**config.mk**
```make
export PLATFORM = sky130hd
export DESIGN_NAME = usb_uart_tx_arbiter
export DESIGN_NICKNAME = d
export VERILOG_FILES = /design/src/rtl/usb_uart_tx_arbiter_pkg.sv /design/src/rtl/usb_uart_tx_arbiter_rr_pick.sv /design/src/rtl/usb_uart_tx_arbiter.sv
export SDC_FILE = /design/constraint.sdc
export NUM_CORES = 1
export LEC_CHECK = 0
export BUFFER_PORTS_ARGS = -buffer_cell sky130_fd_sc_hd__buf_2
export CAP_MARGIN = 40
export CORE_UTILIZATION = 50
export CTS_CLUSTER_SIZE = 40
export DETAILED_ROUTE_END_ITERATION = 16
export GPL_ROUTABILITY_DRIVEN = 0
export PLACE_DENSITY = 0.78
export SYNTH_ARGS = -nofsm -noshare
export SYNTH_HDL_FRONTEND = slang
export SYNTH_SLANG_ARGS = --single-unit
```
**constraint.sdc**
```tcl
create_clock -name clk_48mhz -period 2.8 [get_ports clk_48mhz]
set_clock_uncertainty 0.05 [all_clocks]
set_input_delay 0.42 -clock clk_48mhz [delete_from_list [all_inputs] [get_ports clk_48mhz]]
set_output_delay 0.42 -clock clk_48mhz [all_outputs]
set_load 0.01 [all_outputs]
```
**src/rtl/usb_uart_tx_arbiter_pkg.sv**
```systemverilog
// Shared definitions for the usb_uart transmit arbiter: FSM state encodings,
// the default end-of-line byte and a helper that sizes the hold timer.
package usb_uart_tx_arbiter_pkg;

  typedef logic [1:0] state_t;

  localparam state_t ST_IDLE = 2'd0;
  localparam state_t ST_SEND = 2'd1;
  localparam state_t ST_HOLD = 2'd2;

  localparam logic [7:0] EOL_DEFAULT = 8'h0A;

  // Width that holds 0..limit-1; a degenerate limit still gets one bit.
  function automatic int timer_width(input int limit);
    return (limit > 1) ? $clog2(limit) : 1;
  endfunction

endpackage

```
**src/rtl/usb_uart_tx_arbiter_rr_pick.sv**
```systemverilog
// Combinational round-robin picker: returns the first set request found
// searching ptr+1, ptr+2, ... (mod N), plus a flag that any request is set.
module rr_pick #(
  parameter int  N = 2,
  localparam int W = (N > 1) ? $clog2(N) : 1
) (
  input  logic [N-1:0] req,
  input  logic [W-1:0] ptr,
  output logic [W-1:0] grant,
  output logic         any
);

  logic [W-1:0] cand_idx [N];
  logic [N-1:0] cand_req;

  // Candidate gi is the requester gi+1 places after the pointer.
  for (genvar gi = 0; gi < N; gi++) begin : g_cand
    localparam int OFS = gi + 1;
    assign cand_idx[gi] = W'((32'(ptr) + OFS) % N);
    assign cand_req[gi] = req[cand_idx[gi]];
  end

  always_comb begin
    any   = |cand_req;
    grant = '0;
    for (int i = N - 1; i >= 0; i--) begin
      if (cand_req[i]) begin
        grant = cand_idx[i];
      end
    end
  end

endmodule

```
**src/rtl/usb_uart_tx_arbiter.sv**
```systemverilog
// Round-robin arbiter sharing the usb_uart byte transmit port; an owner keeps
// the port until it sends the end-of-line byte or idles out of HOLD.
module usb_uart_tx_arbiter
  import usb_uart_tx_arbiter_pkg::*;
#(
  parameter int         NUM_REQ      = 2,
  parameter logic [7:0] EOL_BYTE     = EOL_DEFAULT,
  parameter int         HOLD_TIMEOUT = 4800,
  localparam int        GW           = $clog2(NUM_REQ)
) (
  input  logic                 clk_48mhz,
  input  logic                 reset,
  input  logic [NUM_REQ-1:0]   req_valid,
  input  logic [8*NUM_REQ-1:0] req_data,
  output logic [NUM_REQ-1:0]   req_ready,
  output logic                 uart_we,
  output logic [7:0]           uart_di,
  input  logic                 uart_wait,
  output logic [GW-1:0]        grant_id,
  output logic                 busy
);

  localparam int             TW         = timer_width(HOLD_TIMEOUT);
  localparam logic [TW-1:0]  TIMER_LAST = TW'((HOLD_TIMEOUT > 0) ? HOLD_TIMEOUT - 1 : 0);

  state_t        state_reg,    state_next;
  logic [GW-1:0] rr_ptr_reg,   rr_ptr_next;
  logic [TW-1:0] timer_reg,    timer_next;
  logic          uart_we_reg,  uart_we_next;
  logic [7:0]    uart_di_reg,  uart_di_next;
  logic [GW-1:0] grant_id_reg, grant_id_next;

  logic [GW-1:0] pick_idx;
  logic          pick_any;
  logic          take;
  logic [GW-1:0] take_idx;
  logic [7:0]    take_byte;

  rr_pick #(.N(NUM_REQ)) u_rr_pick (
    .req   (req_valid),
    .ptr   (rr_ptr_reg),
    .grant (pick_idx),
    .any   (pick_any)
  );

  // A byte is taken only in IDLE (round-robin winner) or HOLD (owner only);
  // never in SEND, so uart_di cannot change while uart_we is high.
  always_comb begin
    take     = 1'b0;
    take_idx = grant_id_reg;
    case (state_reg)
      ST_IDLE: begin
        take     = pick_any;
        take_idx = pick_idx;
      end
      ST_HOLD: take = req_valid[grant_id_reg];
      default: ;
    endcase
    req_ready = '0;
    if (take) begin
      req_ready[take_idx] = 1'b1;
    end
    take_byte = req_data[{take_idx, 3'b000} +: 8];
  end

  always_comb begin
    state_next    = state_reg;
    rr_ptr_next   = rr_ptr_reg;
    timer_next    = timer_reg;
    uart_we_next  = uart_we_reg;
    uart_di_next  = uart_di_reg;
    grant_id_next = grant_id_reg;
    case (state_reg)
      ST_IDLE: begin
        if (take) begin
          uart_di_next  = take_byte;
          uart_we_next  = 1'b1;
          grant_id_next = take_idx;
          state_next    = ST_SEND;
        end
      end
      ST_SEND: begin
        if (!uart_wait) begin
          uart_we_next = 1'b0;
          if (uart_di_reg == EOL_BYTE || HOLD_TIMEOUT == 0) begin
            rr_ptr_next = grant_id_reg;
            state_next  = ST_IDLE;
          end else begin
            timer_next = '0;
            state_next = ST_HOLD;
          end
        end
      end
      ST_HOLD: begin
        // An owner byte arriving on the expiry cycle wins over the release.
        if (take) begin
          uart_di_next = take_byte;
          uart_we_next = 1'b1;
          state_next   = ST_SEND;
        end else if (timer_reg == TIMER_LAST) begin
          rr_ptr_next = grant_id_reg;
          state_next  = ST_IDLE;
        end else begin
          timer_next = timer_reg + TW'(1);
        end
      end
      default: state_next = ST_IDLE;
    endcase
  end

  always_ff @(posedge clk_48mhz) begin
    if (reset) begin
      state_reg    <= ST_IDLE;
      rr_ptr_reg   <= GW'(NUM_REQ - 1);
      timer_reg    <= '0;
      uart_we_reg  <= 1'b0;
      uart_di_reg  <= 8'h00;
      grant_id_reg <= '0;
    end else begin
      state_reg    <= state_next;
      rr_ptr_reg   <= rr_ptr_next;
      timer_reg    <= timer_next;
      uart_we_reg  <= uart_we_next;
      uart_di_reg  <= uart_di_next;
      grant_id_reg <= grant_id_next;
    end
  end

  assign uart_we  = uart_we_reg;
  assign uart_di  = uart_di_reg;
  assign grant_id = grant_id_reg;
  assign busy     = (state_reg != ST_IDLE);

endmodule
```
Word-level counts from Yosys, hierarchy flattened
Cells that the tools add are included.
{ "word_totals": {"ff_bits": 26, "in_bits": 21, "output_inout_bits": 13, "word_cells": 73} }
{ "op_classes": {"n_mux": 32, "n_lt_le_gt_ge": 5, "n_reduce_logical": 13, "shift": 1, "eq_ne": 13, "addsub": 3} }
{ "op_table": {"columns": ["op", "n"], "rows": [
  ["13-bit 2-to-1 mux", 4],
  ["13-bit case mux with 2 select lines", 1],
  ["1-bit 2-to-1 mux", 16],
  ["16-bit by 5-bit indexed part select with 8-bit output", 1],
  ["2-bit != test (second input constant)", 7],
  ["13-bit by 1-bit adder with 13-bit output (second input constant)", 1],
  ["13-bit == test (second input constant)", 1],
  ["2-bit 2-to-1 mux", 6],
  ["5-bit AND reduction", 2],
  ["8-bit by 4-bit == test with 1-bit output (second input constant)", 1],
  ["1-bit by 2-bit less-than comparator with 1-bit output (second input constant)", 4],
  ["1-bit case mux with 2 select lines", 3],
  ["2-bit case mux with 3 select lines", 1],
  ["3-bit AND reduction", 2],
  ["2-bit nonzero test", 3],
  ["2-bit AND reduction", 2],
  ["2-bit OR reduction", 2],
  ["3-bit != test (second input constant)", 1],
  ["1-bit adder (second input constant)", 2],
  ["2-bit by 1-bit == test with 1-bit output (second input constant)", 1],
  ["2-bit == test (second input constant)", 1],
  ["2-bit zero test", 1],
  ["2-bit by 1-bit != test with 1-bit output (second input constant)", 1],
  ["1-bit demux with 1-bit select", 1],
  ["other kinds (2)", 2]
]} }

Depth between registers and ports, before layout
Gate-level depths: netlist (run 1).
{ "logic_depth": {"word_depth": 11, "mapped_depth": 7, "mapped_depth_nobuf": 6} }

By module
Synthesis (run 1) repeated with hierarchy kept, for this count alone.
{ "unflattened": {"hier_cells": 168, "area_unflattened_um2": 1411.4} }
{ "modules_own_cells": {"columns": ["mod", "area_each_um2", "n_inst", "seq_area_each_um2", "cells_each"], "rows": [
  ["usb_uart_tx_arbiter", 1397.6, 1, 520.5, 166],
  ["rr_pick", 13.8, 1, 0.0, 2]
]} }

Worst setup path before layout (run 1)
OpenSTA, ideal clock, no wires.
{ "synth_timing": {"kind": "reg-to-reg", "start": "reg state_reg[0]", "end": "reg timer_reg[11]", "path_buffers": 2, "setup_slack_ps": 1024, "synth_period_minus_slack_ps": 1776, "t_arrival_ps": 1656, "path_stages_with_launch": 8, "cell_sequence": "dfxtp_1 -> buf_4 -> or3b_4 -> a21oi_2 -> o21ai_2 -> buf_6 -> or3_1 -> a21oi_1"} }
{ "synth_via": {"elab_chain_cells": 4, "elab_cells_between_ends": 11, "classes_between": "eq/ne (6); mux (2); reduce/logical (3)"} }
{ "synth_lines": {"columns": ["item", "line", "text"], "rows": [
  ["start, declared", "usb_uart_tx_arbiter.sv:26", "state_t state_reg, state_next;"],
  ["start signal, assigned", "usb_uart_tx_arbiter.sv:120", "state_reg <= state_next;"],
  ["2-bit == test or 2-bit zero test (tied branches)", "usb_uart_tx_arbiter.sv:51, usb_uart_tx_arbiter.sv:73", null],
  ["1-bit case mux with 2 select lines", "usb_uart_tx_arbiter.sv:51", "case (state_reg)"],
  ["2-bit != test (no line)", null, null],
  ["5-bit AND reduction (no line)", null, null],
  ["end signal, assigned", "usb_uart_tx_arbiter.sv:122", "timer_reg <= timer_next;"],
  ["end, declared", "usb_uart_tx_arbiter.sv:28", "logic [TW-1:0] timer_reg, timer_next;"]
]} }
Parallel ways exist; a longest one is shown, timed or not.
A chain may end at the register's enable or synchronous reset.

Final worst setup path (run 1)
{ "layout_timing": {"start": "reg grant_id_reg, in the netlist grant_id", "end": "out req_ready[1]"} }
{ "layout_via": {"elab_chain_cells": 6, "elab_cells_between_ends": 10, "classes_between": "order compare (2); mux (7); reduce/logical (1)"} }
{ "layout_lines": {"columns": ["item", "line", "text"], "rows": [
  ["start, declared", "usb_uart_tx_arbiter.sv:31", "logic [GW-1:0] grant_id_reg, grant_id_next;"],
  ["start signal, assigned", "usb_uart_tx_arbiter.sv:125", "grant_id_reg <= grant_id_next;"],
  ["1-bit 2-to-1 mux", "usb_uart_tx_arbiter.sv:51", null],
  ["1-bit by 2-bit less-than comparator with 1-bit output (not written as such) or 1-bit >= comparator (tied branches)", "usb_uart_tx_arbiter.sv:61", "req_ready[take_idx] = 1'b1;"],
  ["1-bit logical AND (not written as such)", "usb_uart_tx_arbiter.sv:61", null],
  ["1-bit 2-to-1 mux (not written as such)", "usb_uart_tx_arbiter.sv:61", null],
  ["1-bit demux with 1-bit select", "usb_uart_tx_arbiter.sv:61", null],
  ["2-bit 2-to-1 mux (*)", "usb_uart_tx_arbiter.sv:60", "if (take) begin"],
  ["end, declared", "usb_uart_tx_arbiter.sv:15", "output logic [NUM_REQ-1:0] req_ready,"]
]} }
Every way passes the cells marked *; elsewhere a longest branch is shown, timed or not. The select of a mux whose other input is x is not followed.

==> impl_metrics.py, run 1 <==
metrics = {
    "outcome": {
        "status": "completed",
    },
    "critical_path": {
        "worstPathMaxFanout": 9,
        "end_kind": "output pin",
        "cp-start-kind": "register",
        "arrival_ps": 1770,
        "startpoint": "grant_id",
        "worst-setup-path-type": "register to output pin",
        "cp.required_ps": 2330,
        "worstReg2RegStart": "state_reg[0]",
    },
    "global_routing": {
        "overflow": 0,
        "grt_usage_pct": 25.0,
        "grt_max_degree": 18,
        "antenna_found_initial": 0,
        "grt_pass1_wl_um": 5130,
        "grt_pass1_vias": 1236,
    },
    "clock_network": {
        "postCtsResizedCells": 0,
        "clock-root-buffer": "clkbuf_4",
        "cts.sinks": 26,
        "path_clk_slew_ps": 130,
        "clk_path_buf_depth": 2,
        "post_cts_buffers": 0,
        "clk_latency_ps": 310,
        "htree_num_levels": 1,
        "cts_hold_buf": 0,
        "cts_made_buffers": 3,
        "cts_tree": "done",
    },
    "drt": {
        "avgRoutedWirePerCell_um": 14.5,
        "postRouteAntennaNets": 0,
        "dr.pass1.iters": 5,
        "route.detailed.drc": 0,
        "vias": 1250,
        "totalWireLength_um": 2960,
        "via_per_inst": 6.13,
        "drt_iter0_markers": 48,
    },
    "flow_run": {
        "maxCapViolCount": 0,
    },
    "placed_design": {
        "io_buffer_count": 33,
        "dp_hpwl_um": 2180,
        "placed_area_um2": 1420,
    },
    "timing": {
        "tightest_slew_ps": 595,
        "fin_setup_tns_ps": 0,
        "fin_crit_sh_pct": 80.1,
        "final-hold-violation-count": 0,
        "max_freq_mhz": 446,
        "slew_headroom_pct": 60.2,
        "slew_viol_final": 0,
        "rsz0062_at_grt": "no",
        "min_period_ps": 2240,
        "setup_viol": 0,
    },
    "synth": {
        "syn_area_um2": 1260,
        "ys_seq_area_share_pct": 41.4,
        "ys_top_cells_by_count": "dfxtp_1, nor2_1, a21oi_1, nand2_1",
        "ys_ff_latch": 26,
        "yosys_warnings": 0,
        "synth_area_leader_cell": "dfxtp_1",
        "syn_area_per_cell_um2": 8.55,
        "synthDominantCellAreaShare_pct": 41.4,
        "yosysUniqueCellTypes": 38,
        "synth-edff-count": 0,
        "synth_most_common_cell": "dfxtp_1",
        "syn_inst": 147,
        "syn-num-nets": 169,
        "ys_async_sr_fraction_pct": 0,
        "synth_ff_type": "dfxtp_1",
        "ys_top_cells_by_area": "dfxtp_1, nor2_1, a222oi_1, a21oi_1, or3_1",
    },
    "power": {
        "power.density_nw_per_um2": 464,
        "ir_worst_vdd_mv": 0.311,
        "power.leakage_nw": 0.550,
    },
    "worst_hold_path": {
        "min-delay-start": "req_data[8]",
        "hold_path.class": "input port to register",
    },
    "floorplan": {
        "initial_utilization_pct": 54.7,
        "core-area_um2": 2300,
        "die_h_um": 52.2,
        "num_rows": 17,
        "die-area_um2": 2720,
        "pin_count": 34,
        "die_w_um": 52.2,
    },
    "layout": {
        "post-route-cell-area_um2": 1440,
        "area_growth_pct": 14.7,
        "diodes": 0,
        "largest_register_ffs": 13,
        "drive_above_1_share_pct": 23.3,
        "n_fill_cell": 213,
        "nNetsFinal": 200,
    },
}
-- final cells by class --
| class | count | area [um2] | area share (%) |
|---|---|---|---|
| inverter | 1 | 3.75 | 0.260 |
| clock buffer | 3 | 22.5 | 1.56 |
| timing repair buffer | 33 | 165 | 11.4 |
| multi-input combinational | 113 | 696 | 48.2 |
| sequential | 26 | 520 | 36.1 |
| tap | 28 | 35.0 | 2.43 |
-- cell usage in the layout, fill, tap and decap left out, types with 4 or more instances in the layout --
cell type	Yosys	layout
nand3_1	4	4
or3_1	8	8
nand4_1	4	4
buf_2	0	33
a222oi_1	8	8
nand2_1	11	11
dfxtp_1	26	26
xor2_1	4	4
nor2_1	24	24
o21ai_0	6	6
a21oi_1	11	11
-- cell families after synthesis --
logic type | after synthesis | share of synthesized area [%]
buffers and inverters | 8 | 3.28
XOR/XNOR | 4 | 2.79
multiplexers | 1 | 0.796
AO/OA/AOI/OAI | 38 | 21.8
flip-flops | 26 | 41.4
AND/OR/NAND/NOR | 69 | 29.0
adder cells (fa/ha/maj) | 1 | 0.995
-- final timing paths --
path / depth (start not counted) / to / slack [ps]
worst max-delay path: 4 / req_ready[1] / 560
worst min-delay path: 3 / uart_di[0] / 310
worst max register to register: 5 / timer_reg[9] / 770
worst min register to register: 2 / uart_we / 440
-- where the power goes --
group / switching (W) / total [W] / internal (W)
combinational: 0.0000661 / 0.000115 / 0.0000492
clock: 0.000102 / 0.000152 / 0.0000503
sequential: 0.0000161 / 0.000402 / 0.000386
total: 0.000184 / 0.000669 / 0.000485
-- through the flow --
step | worst slack, ps | hold slack, ps | utilization (%) | instances | total power (W)
6_report | 556 | 310 | 62.8 | 204 | 0.000669
5_1_grt | 411 | 322 | 62.8 | 204 | 0.000700
4_1_cts | 550 | 302 | 62.8 | 204 | 0.000677
3_5_place_dp | 772 | 428 | 61.8 | 201 | 0.000525
3_3_place_gp | 812 | 393 | 61.8 | 201 | 0.000519
2_1_floorplan | 1020 | 417 | - | 147 | 0.000483
-- routing by layer --
layer	share of wire [%]	wire length (um)	GRT usage (%)
met5	0	0	0
met3	2.4	72	2.92
met1	45	1340	29.9
met2	51	1510	45.5
met4	1.3	38	8.77
-- critical path, cell delays in order (launching register included) --
cell	delay, ps
dfxtp_1	490
nand2b_1	170
o211ai_1	90
nor2_1	470
buf_2	250
No activity file was read; power rests on OpenSTA's default activity.
==> inputs of run 2 (changes only) <==
- clock period: 2.8 -> 2.3 ns (I/O delays scaled with it)
==> impl_metrics.py, run 2 (synthesized netlist as in run 1, its figures left out) <==
metrics = {
    "layout": {
        "n_fill_cell": 205,
        "nNetsFinal": 200,
        "area_growth_pct": 17.1,
        "diodes": 0,
        "largest_register_ffs": 13,
        "final_util_pct": 64.1,
        "mostFrequentLayoutCell": "buf_2",
        "drive_above_1_share_pct": 23.7,
        "mostFrequentLayoutCells": "buf_2, dfxtp_1, nor2_1, nand2_1, a21oi_1",
    },
    "drt": {
        "route.detailed.drc": 0,
        "avgRoutedWirePerCell_um": 14.7,
        "via_per_inst": 6.03,
        "totalWireLength_um": 3020,
        "postRouteAntennaNets": 0,
        "dr.pass1.iters": 5,
        "drt_iter0_markers": 80,
        "vias": 1236,
    },
    "floorplan": {
        "num_rows": 17,
        "initial_utilization_pct": 54.7,
        "core-area_um2": 2300,
        "die_w_um": 52.2,
        "die-area_um2": 2720,
        "pin_count": 34,
        "die_h_um": 52.2,
    },
    "global_routing": {
        "grt_pass1_vias": 1168,
        "grt_usage_pct": 24.7,
        "grt_max_degree": 18,
        "antenna_found_initial": 0,
        "overflow": 0,
        "grt_pass1_wl_um": 4980,
    },
    "timing": {
        "slew_headroom_pct": 60.8,
        "setup_viol": 0,
        "tightest_slew_ps": 586,
        "fin_crit_sh_pct": 95.1,
        "rsz0062_at_grt": "no",
        "final-hold-violation-count": 0,
        "max_freq_mhz": 457,
        "hold_ws_ps": 214,
        "min_period_ps": 2190,
        "fin_setup_tns_ps": 0,
        "slew_viol_final": 0,
    },
    "clock_network": {
        "clk_path_buf_depth": 2,
        "postCtsResizedCells": 0,
        "cts_made_buffers": 3,
        "cts_hold_buf": 0,
        "cts.sinks": 26,
        "path_clk_slew_ps": 140,
        "cts_tree": "done",
        "clk_latency_ps": 330,
        "htree_num_levels": 1,
        "clock-root-buffer": "clkbuf_4",
        "post_cts_buffers": 0,
    },
    "critical_path": {
        "worstReg2RegStart": "state_reg[0]",
        "worst-setup-path-type": "register to output pin",
        "cp.required_ps": 1900,
        "worstPathMaxFanout": 9,
        "crit_chain": "nand2b_1, o211ai_1, nor2_1, buf_2",
        "arrival_ps": 1790,
        "cp-start-kind": "register",
        "cpPeakStageDelay_ps": 500,
        "cp_slowest_cell": "dfxtp_1",
        "crit_end": "req_ready[1]",
        "startpoint": "grant_id",
        "r2r_slack_ps": 230,
        "r2r_cells": 5,
        "end_kind": "output pin",
        "regToRegEndpoint": "timer_reg[9]",
    },
    "power": {
        "power.leakage_nw": 0.564,
        "ir_worst_vdd_mv": 0.857,
        "power.density_nw_per_um2": 641,
    },
    "worst_hold_path": {
        "hold_path.class": "input port to register",
    },
    "placed_design": {
        "io_buffer_count": 33,
        "dp_hpwl_um": 2270,
    },
    "outcome": {
        "status": "completed",
    },
    "flow_run": {
        "maxCapViolCount": 0,
    },
}
run 2: cell count changes in the layout (fill, tap and decap cells not counted):
cell,change
bufinv_16,+1
run 2: worst min-delay path by stage:
stage | startpoint | to | slack (ps) | cells past startpoint
floorplan | timer_reg[5] | timer_reg[5] | 420 | 2
global placement | uart_we | uart_we | 390 | 2
detailed placement | uart_we | uart_we | 400 | 2
CTS | req_data[9] | uart_di[1] | 200 | 3
global route | req_data[9] | uart_di[1] | 200 | 3
finish | req_data[8] | uart_di[0] | 210 | 3
run 2: power by group:
part	switching (W)	internal, W	total [W]
sequential	0.0000201	0.000470	0.000490
clock	0.000137	0.000176	0.000314
combinational	0.0000799	0.0000598	0.000140
total	0.000237	0.000706	0.000943
run 2: cell type report:
| type | count | area [um2] | share of cell area [%] |
|---|---|---|---|
| Clock inverter | 1 | 30.0 | 2.04 |
| Tap cell | 28 | 35.0 | 2.38 |
| Clock buffer | 3 | 22.5 | 1.53 |
| Timing Repair Buffer | 33 | 165 | 11.2 |
| Multi-Input combinational cell | 113 | 696 | 47.2 |
| Inverter | 1 | 3.75 | 0.255 |
| Sequential cell | 26 | 520 | 35.3 |
run 2: critical path, delay by kind of cell, from the launching register on:
kind,cells,cell delay [ps]
AOI/OAI and AO/OA,1,90
buffers and inverters,1,240
DFF,1,500
and+or+nand+nor,2,640
run 2: layer usage:
layer | vias up | wire length [um] | track usage, % | share of wire, %
li1 | 610 | - | - | -
met1 | 606 | 1320 | 28.2 | 44
met2 | 18 | 1610 | 44.7 | 53
met3 | 2 | 79 | 6.43 | 2.6
met4 | 0 | 17 | 7.02 | 0.56
met5 | - | 0 | 0 | 0
run 2: stage by stage:
step	total power (W)	setup slack [ps]	cell area, um2	instances
6_report	0.000943	112	1470	205
5_1_grt	0.000988	12.8	1470	205
4_1_cts	0.000950	125	1470	205
3_5_place_dp	0.000639	291	1420	201
3_3_place_gp	0.000631	386	1420	201
2_1_floorplan	0.000588	524	1260	147
==> inputs of run 3 (changes only) <==
- CELL_PAD_IN_SITES_DETAIL_PLACEMENT: default -> 0
- CELL_PAD_IN_SITES_GLOBAL_PLACEMENT: default -> 1
- CORE_UTILIZATION: 50 -> 33
- PLACE_DENSITY: 0.78 -> 0.71
==> impl_metrics.py, run 3 (synthesized netlist as in run 1, its figures left out) <==
metrics = {
    "outcome": {
        "status": "completed",
    },
    "drt": {
        "route.detailed.drc": 0,
        "dr.pass1.iters": 4,
        "totalWireLength_um": 2920,
        "via_per_inst": 5.44,
        "avgRoutedWirePerCell_um": 12.9,
        "vias": 1236,
        "drt_iter0_markers": 84,
        "postRouteAntennaNets": 0,
    },
    "critical_path": {
        "cp_top_family": "simple AND/OR/NAND/NOR gates",
        "crit_buf_inv": 1,
        "worstPathMaxFanout": 9,
        "cp-start-kind": "register",
        "worst-setup-path-type": "register to output pin",
        "crit_chain": "nand2b_1, o211ai_1, nor2_1, buf_2",
        "r2r_slack_ps": 280,
        "cpPeakStageDelay_ps": 490,
        "cp_slowest_cell": "dfxtp_1",
        "worstReg2RegStart": "state_reg[0]",
        "cp.required_ps": 1900,
        "end_kind": "output pin",
        "r2r_cells": 5,
        "arrival_ps": 1740,
        "regToRegEndpoint": "timer_reg[9]",
    },
    "timing": {
        "slew_headroom_pct": 60.5,
        "fin_crit_sh_pct": 92.9,
        "tightest_slew_ps": 590,
        "fin_setup_tns_ps": 0,
        "rsz0062_at_grt": "no",
        "slew_viol_final": 0,
        "setup_viol": 0,
        "max_freq_mhz": 468,
        "min_period_ps": 2140,
        "final-hold-violation-count": 0,
    },
    "worst_hold_path": {
        "hold_depth": 3,
        "hold_path.class": "input port to register",
        "min-delay-start": "req_data[8]",
        "whs_endpoint": "uart_di[0]",
    },
    "global_routing": {
        "grt_pass1_vias": 1153,
        "overflow": 0,
        "grt_max_degree": 18,
        "antenna_found_initial": 0,
        "grt_pass1_wl_um": 4930,
        "grt_usage_pct": 15.2,
    },
    "floorplan": {
        "die_w_um": 63.7,
        "pin_count": 34,
        "initial_utilization_pct": 34.3,
        "die_h_um": 63.7,
        "num_rows": 22,
        "die-area_um2": 4060,
        "core-area_um2": 3660,
    },
    "clock_network": {
        "htree_num_levels": 1,
        "clk_latency_ps": 270,
        "clock-root-buffer": "clkbuf_8",
        "clk_path_buf_depth": 2,
        "cts_made_buffers": 3,
        "path_clk_slew_ps": 90,
        "cts.sinks": 26,
        "cts_hold_buf": 0,
        "cts_tree": "done",
        "post_cts_buffers": 0,
        "postCtsResizedCells": 0,
    },
    "placed_design": {
        "dp_cells": 223,
        "dp_hpwl_um": 2120,
        "io_buffer_count": 33,
    },
    "layout": {
        "largest_register_ffs": 13,
        "diodes": 0,
        "nNetsFinal": 202,
        "mostFrequentLayoutCells": "buf_2, dfxtp_1, nor2_1, nand2_1, a21oi_1",
        "mostFrequentLayoutCell": "buf_2",
        "final_cells": 227,
        "area_growth_pct": 21.8,
        "drive_above_1_share_pct": 24.6,
    },
    "flow_run": {
        "maxCapViolCount": 0,
    },
    "power": {
        "ir_worst_vdd_mv": 0.262,
        "power.leakage_nw": 0.583,
        "power.density_nw_per_um2": 658,
    },
}
-- run 3: cell count changes in the layout (fill, tap and decap cells not counted) --
| cell | change |
|---|---|
| clkbuf_4 | -3 |
| buf_4 | +2 |
| clkbuf_8 | +3 |
-- run 3: metal layers --
| layer | vias to the layer above | track usage [%] | part of all wire [%] |
|---|---|---|---|
| li1 | 614 | - | - |
| met1 | 591 | 17.8 | 46 |
| met2 | 29 | 27.8 | 50 |
| met3 | 2 | 2.14 | 3.8 |
| met4 | 0 | 5.40 | 0.58 |
| met5 | - | 0 | 0 |
-- run 3: worst max path at each step --
stage,from,endpoint,slack [ps],cells after the start
global route,grant_id,req_ready[1],60,4
detailed placement,state_reg[0],timer_reg[9],290,5
CTS,grant_id,req_ready[1],170,4
global placement,uart_wait,timer_reg[9],340,6
floorplan,state_reg[0],timer_reg[11],520,7
finish,grant_id,req_ready[1],160,4
-- run 3: power by group --
part	internal [W]	total, W	switching (W)	leakage (nW)
clock	0.000233	0.000376	0.000144	0.0357
combinational	0.0000630	0.000143	0.0000801	0.335
sequential	0.000469	0.000488	0.0000189	0.212
total	0.000765	0.00101	0.000243	0.583
-- run 3: stage by stage --
stage	hold slack, ps	area, um2	utilization (%)	power [W]	worst slack, ps
3_3_place_gp	400	1460	39.9	0.000640	340
4_1_cts	281	1530	41.8	0.00102	165
3_5_place_dp	398	1460	39.9	0.000643	291
5_1_grt	302	1530	41.8	0.00105	55.2
2_1_floorplan	417	1260	-	0.000588	524
6_report	282	1530	41.8	0.00101	164
-- run 3: worst min-delay path: cells and delay by family --
family	cells	cell delay, ps
buffers and inverters	1	80
AND/OR/NAND/NOR	1	80
AO/OA/AOI/OAI	1	70
-- run 3: layout make-up --
class	instances	area, um2
sequential	26	520
inverter	1	3.75
multi-input combinational	113	696
timing repair buffer	35	180
clock inverter	1	30.0
tap	48	60.1
fill	384	2130
clock buffer	3	41.3
